## src/rtl/sdram_arbit.sv

```systemverilog
// SDRAM command arbiter: the init sequencer owns the bus until init_end,
// then refresh, write and read engines are granted in fixed priority
// (refresh > write > read). A grant runs to completion on its *_end pulse.
module sdram_arbit (
  input  logic        sys_clk,
  input  logic        sys_rst_n,
  input  logic [3:0]  init_cmd,
  input  logic [1:0]  init_ba,
  input  logic [12:0] init_addr,
  input  logic        init_end,
  input  logic        aref_req,
  input  logic        aref_end,
  input  logic [3:0]  aref_cmd,
  input  logic [1:0]  aref_ba,
  input  logic [12:0] aref_addr,
  input  logic        wr_req,
  input  logic        wr_end,
  input  logic [3:0]  wr_cmd,
  input  logic [1:0]  wr_ba,
  input  logic [12:0] wr_addr,
  input  logic [15:0] wr_data,
  input  logic        wr_sdram_en,
  input  logic        rd_req,
  input  logic        rd_end,
  input  logic [3:0]  rd_cmd,
  input  logic [1:0]  rd_ba,
  input  logic [12:0] rd_addr,
  output logic        aref_en,
  output logic        wr_en,
  output logic        rd_en,
  output logic        sdram_cke,
  output logic        sdram_cs_n,
  output logic        sdram_ras_n,
  output logic        sdram_cas_n,
  output logic        sdram_we_n,
  output logic [1:0]  sdram_ba,
  output logic [12:0] sdram_addr,
  output logic [15:0] dq_out,
  output logic        dq_oe
);

  typedef enum logic [4:0] {
    IDLE  = 5'b00001,
    ARBIT = 5'b00010,
    AREF  = 5'b00100,
    WRITE = 5'b01000,
    READ  = 5'b10000
  } state_t;

  localparam logic [3:0]  NOP_CMD  = 4'b0111;
  localparam logic [1:0]  NOP_BA   = 2'b11;
  localparam logic [12:0] NOP_ADDR = 13'h1fff;

  state_t state_q, state_d;
  logic   aref_en_q, wr_en_q, rd_en_q;
  logic [3:0] cmd;

  // Next-state: fixed priority from ARBIT, no preemption while an engine owns the bus
  always_comb begin
    state_d = state_q;
    case (state_q)
      IDLE:    if (init_end) state_d = ARBIT;
      ARBIT: begin
        if (aref_req)     state_d = AREF;
        else if (wr_req)  state_d = WRITE;
        else if (rd_req)  state_d = READ;
      end
      AREF:    if (aref_end) state_d = ARBIT;
      WRITE:   if (wr_end)   state_d = ARBIT;
      READ:    if (rd_end)   state_d = ARBIT;
      default: state_d = IDLE;
    endcase
  end

  // State register; reset aborts any transfer and returns to waiting for init
  always_ff @(posedge sys_clk or negedge sys_rst_n) begin
    if (!sys_rst_n) state_q <= IDLE;
    else            state_q <= state_d;
  end

  // Grant enables track the state being entered, so they rise with the grant
  // and drop on the edge that samples the matching end pulse
  always_ff @(posedge sys_clk or negedge sys_rst_n) begin
    if (!sys_rst_n) begin
      aref_en_q <= 1'b0;
      wr_en_q   <= 1'b0;
      rd_en_q   <= 1'b0;
    end else begin
      aref_en_q <= (state_d == AREF);
      wr_en_q   <= (state_d == WRITE);
      rd_en_q   <= (state_d == READ);
    end
  end

  assign aref_en = aref_en_q;
  assign wr_en   = wr_en_q;
  assign rd_en   = rd_en_q;

  // Command bus mux: owner of the current state drives the pins, ARBIT idles with NOP
  always_comb begin
    cmd        = NOP_CMD;
    sdram_ba   = NOP_BA;
    sdram_addr = NOP_ADDR;
    case (state_q)
      IDLE:  begin cmd = init_cmd; sdram_ba = init_ba; sdram_addr = init_addr; end
      AREF:  begin cmd = aref_cmd; sdram_ba = aref_ba; sdram_addr = aref_addr; end
      WRITE: begin cmd = wr_cmd;   sdram_ba = wr_ba;   sdram_addr = wr_addr;   end
      READ:  begin cmd = rd_cmd;   sdram_ba = rd_ba;   sdram_addr = rd_addr;   end
      default: ;
    endcase
  end

  assign {sdram_cs_n, sdram_ras_n, sdram_cas_n, sdram_we_n} = cmd;
  assign sdram_cke = 1'b1;
  // DQ tristate itself lives at the chip top; only the write engine may drive
  assign dq_out    = wr_data;
  assign dq_oe     = (state_q == WRITE) & wr_sdram_en;

endmodule
```

## config.mk

```make
export PLATFORM = sky130hd
export DESIGN_NAME = sdram_arbit
export DESIGN_NICKNAME = d
export VERILOG_FILES = /design/src/rtl/sdram_arbit.sv
export SDC_FILE = /design/constraint.sdc
export NUM_CORES = 1
export LEC_CHECK = 0
export CORE_MARGIN = 4
export CORE_UTILIZATION = 27
export DETAILED_ROUTE_END_ITERATION = 6
export GPL_TIMING_DRIVEN = 0
export PLACE_DENSITY = 0.87
export SLEW_MARGIN = 20
export SYNTH_ARGS = -nofsm -noshare
export SYNTH_HDL_FRONTEND = slang
export SYNTH_SLANG_ARGS = --single-unit
```

## constraint.sdc

```tcl
create_clock -name sys_clk -period 2.1 [get_ports sys_clk]
set_input_delay 0.525 -clock sys_clk [delete_from_list [all_inputs] [get_ports sys_clk]]
set_output_delay 0.525 -clock sys_clk [all_outputs]
set_load 0.02 [all_outputs]
```

; Word-level counts from Yosys, hierarchy flattened
; Cells that the tools add are included.
[classes]
n_eq_ne = 8
muxes = 11
bitwise = 1
[op_table]
columns = op, count
row1 = $pmux W13 S4, 1
row2 = $mux W5, 7
row3 = $pmux W5 S5, 1
row4 = $pmux W4 S4, 1
row5 = $eq A5 B3 Y1 const B, 2
row6 = $eq A5 B4 Y1 const B, 2
row7 = $eq A5 B5 Y1 const B, 2
row8 = $pmux W2 S4, 1
row9 = $eq A5 B1 Y1 const B, 1
row10 = $eq A5 B2 Y1 const B, 1
row11 = $and A1 B1 Y1, 1
[word_totals]
reg_bits = 8
input_bits = 102
out_inout_bits = 40
elab_cells = 24

; Depth between registers and ports, before layout
[depth]
word_depth = 5
depth_mapped = 6
ltp_nobuf = 4

; Least setup slack after synthesis
; OpenSTA, ideal clock, no wires.
[synth_timing]
path_type = reg2out
start = register state_q[4]
end = output port sdram_cs_n
arrival_ns = 1.598
t_required_ns = 1.575
setup_slack_ns = -0.023
path_stages_with_launch = 5
cell_sequence = dfrtp_1 > buf_4 > or3_1 > buf_2 > o21ai_0
[synth_between]
elab_chain_cells = 2
[synth_lines]
columns = element, line_no
row1 = start: declaration, 54  ; state_t state_q, state_d;
row2 = start signal: assignment, 78  ; else state_q <= state_d;
row3 = $eq A5 B5 Y1 (tied with other cells), 104  ; case (state_q)
row4 = $pmux W4 S4 (*), 104
row5 = end: declaration, 32  ; output logic sdram_cs_n,
; Mark *: on every way between the ends. The rest lies on a longest branch, timed or not.

; Worst setup path after layout
[layout_timing]
start = register state_q[3]
end = output port sdram_addr[0]
[layout_between]
elab_chain_cells = 2
[layout_lines]
columns = element, line_no
row1 = $eq A5 B5 Y1 (tied with other cells), 104
row2 = $pmux W13 S4 (*), 104
row3 = end: declaration, 37  ; output logic [12:0] sdram_addr,
; Marked as above.

==> impl_metrics.tcl <==
set metrics [dict create \
    outcome "complete, but fails checks" \
    violations "setup timing" \
    ios 142 \
    arrival_ns 1.79 \
    cp.required_ns 1.57 \
    place_ws_ns -0.675 \
    clk_latency_ns 0.23 \
    ys_seq_area_share_pct 17.4 \
    drc 0 \
    antenna_cells 0 \
    fmaxAchievable_mhz 432 \
    cts-root-buf "clkbuf_8" \
    setup_violations 19 \
    wl_per_cell_um 20.1 \
    vias 1968 \
    yosys_warnings 0 \
    switching_share_pct 46.0 \
    ir_worst_vdd_uv 658 \
    clockBufferDepth 2 \
    synth_commonest_cells "38 x a22oi_1, 19 x buf_4, 14 x o221ai_1, 7 x dfrtp_1" \
    grt_max_degree 11 \
    io_buffers 124 \
    endpoint_kind "output port" \
    syn_area_um2 1160 \
    place_congestion 0.804 \
    worst_slack_ns -0.214 \
    seqPwrFrac_pct 6.3 \
    grt_pass1_wl_mm 10.3 \
    cts_tree "yes" \
    antenna_found_initial 0 \
    post-route-period-util_pct 110 \
    synth.most_common_cell "a22oi_1" \
    yosysTopAreaCellShare_pct 24.7 \
    powerDensity_nw_per_um2 1130 \
    start_util_pct 28.5 \
    synth-seq-cells 8 \
    drive_above_1_share_pct 45.1 \
    path_max_fanout 8 \
    postRouteAntennaNets 0 \
    layout.nets 400 \
    hold_viol_final 0 \
    fp.dieArea_um2 5390 \
    nFillCells 259 \
    p_clk_share_pct 5.7 \
    synthFlopType "dfrtp_1" \
    fp-row-count 23 \
    synth_area_leader_cell "a22oi_1" \
    avgSynthCellArea_um2 8.26 \
    grt-ovfl-total 0 \
    switchingPower_mw 1.59 \
    drt-initial-drc-count 102 \
    internal_power_mw 1.86 \
    cts_max_level 1 \
    wl_mm 6.96 \
    grt_setup_unrepaired "yes" \
    power_leakage_nw 1.19 \
    cts_made_buffers 3 \
    worst_setup_path_start_kind "flip-flop" \
    synthDistinctLibCells 37 \
    syn_to_final_growth_pct 164 \
    fp.dieH_um 73.4 \
    synthCells 140 \
    p_total_mw 3.45 \
    synth-edff-count 0 \
    core-area_um2 4060 \
    hold_path_class "input pin to async pin" \
    critPathKind "flip-flop to output port" \
    grt.total_usage_pct 24.2 \
    grt_pass1_vias 2151 \
    synthTopCellsByArea "a22oi_1 25%, dfrtp_1 15%, buf_4 12%, o221ai_1 11%, o211ai_2 4.3%" \
    fin_skew_ns 0.00167 \
    hpwlAfterDp_mm 4.68 \
    cts_hold_buf 0 \
    vias_per_cell 5.67 \
    layout_min_cycle_time_ns 2.31 \
    cts_sinks 8 \
    synth_fp_nets 242 \
    drv_cap 0 \
    firstDrtPassIters 4 \
    finalMaxSlewViolations 0 \
    power_frac_comb_pct 88.1 \
    cts.clk_slew.worst_paths_ns 0.04 \
    die_width_um 73.4 \
    async_reset_ff_share_pct 100 \
]
-- sequential cells by signal, indices dropped and copies added (netlist names) --
| register | cells |
|---|---|
| rd_en | 1 |
| state_q | 5 |
| aref_en | 1 |
| wr_en | 1 |
-- layer usage --
metal / wire, um / part of all wire [%] / vias to the layer above / track usage (%)
met1: 2420 / 35 / 929 / 27.4
met5: 0 / 0 / - / 0
li1: - / - / 869 / -
met3: 731 / 11 / 26 / 7.80
met2: 3620 / 52 / 144 / 42.4
met4: 188 / 2.7 / 0 / 8.65
-- power by group through the flow --
| stage | sequential, mW | clock [mW] | combinational (mW) |
|---|---|---|---|
| final | 0.216 | 0.195 | 3.04 |
| after CTS | 0.210 | 0.198 | 2.87 |
| after floorplan | 0.210 | 0 | 1.18 |
| after global routing | 0.219 | 0.208 | 3.16 |
| after global placement | 0.207 | 0 | 2.12 |
| after detailed placement | 0.209 | 0 | 2.14 |
-- worst paths after layout --
check	cells past startpoint	start	endpoint	slack (ns)
max in group asynchronous	1	sys_rst_n	state_q[0]	1.24
hold reg to reg	4	state_q[4]	state_q[2]	0.75
setup reg to reg	8	state_q[3]	state_q[1]	0.37
hold / removal	1	sys_rst_n	rd_en	0.56
setup / recovery	9	state_q[3]	sdram_addr[0]	-0.21
min in group sys_clk	4	state_q[4]	state_q[2]	0.75
-- worst max-delay path, stage by stage, from the launching register on --
cell	delay, ns
dfrtp_2	0.41
buf_6	0.13
buf_6	0.11
nor2_4	0.10
o21ai_2	0.08
a21oi_4	0.19
buf_6	0.17
buf_6	0.10
o221ai_2	0.08
buf_4	0.17
-- final cells by class --
type,count,area (um2),share of cell area (%)
plain buffers,29,284,9.31
inverters,2,7.51,0.246
clock buffers,4,45.0,1.48
multi-input cells,99,950,31.1
repair buffers,155,1500,49.1
well taps,50,62.6,2.05
flip-flops and latches,8,204,6.68
-- per-stage QoR --
stage	hold WS (ns)	setup TNS [ns]	cells	util [%]	cell area (um2)
floorplan	0.229	0	140	-	1160
global placement	0.662	-10.88	314	60.6	2460
detailed placement	0.671	-11.36	314	60.6	2460
CTS	0.575	-4.22	347	73.9	3000
global route	0.596	-4.49	347	75.2	3050
finish	0.565	-3.45	347	75.2	3050
-- cell families after synthesis --
logic type	Yosys count	share of synthesized area [%]
other	1	0.324
flip-flops	8	17.4
multiplexers	1	0.974
AND/OR/NAND/NOR	25	14.1
AO/OA/AOI/OAI	72	49.1
buffers and inverters	33	18.1
-- cells in the final DEF, fill, tap and decap left out, types with 2 or more instances in the layout --
cell type / instances
clkbuf_16: 2
o32ai_1: 2
buf_2: 2
dfrtp_1: 5
nor2b_4: 2
a22oi_1: 23
clkbuf_8: 7
o211ai_2: 4
nor2_4: 2
o21ai_0: 3
clkdlybuf4s50_1: 104
dfrtp_2: 2
a22oi_2: 15
o31ai_1: 2
buf_6: 21
o21ai_2: 2
nand3b_1: 2
a21oi_1: 2
or3_4: 2
buf_4: 49
nand2_1: 3
o221ai_2: 13
nor2_1: 3
o22ai_1: 2
-- what timing repair did --
action	in CTS	in global routing
gates cloned	3	0
setup buffers	26	2
gates resized for setup	188	15
pin swaps	16	7
endpoints found under the setup margin	20	19
Power figures use the tool's default switching activity.
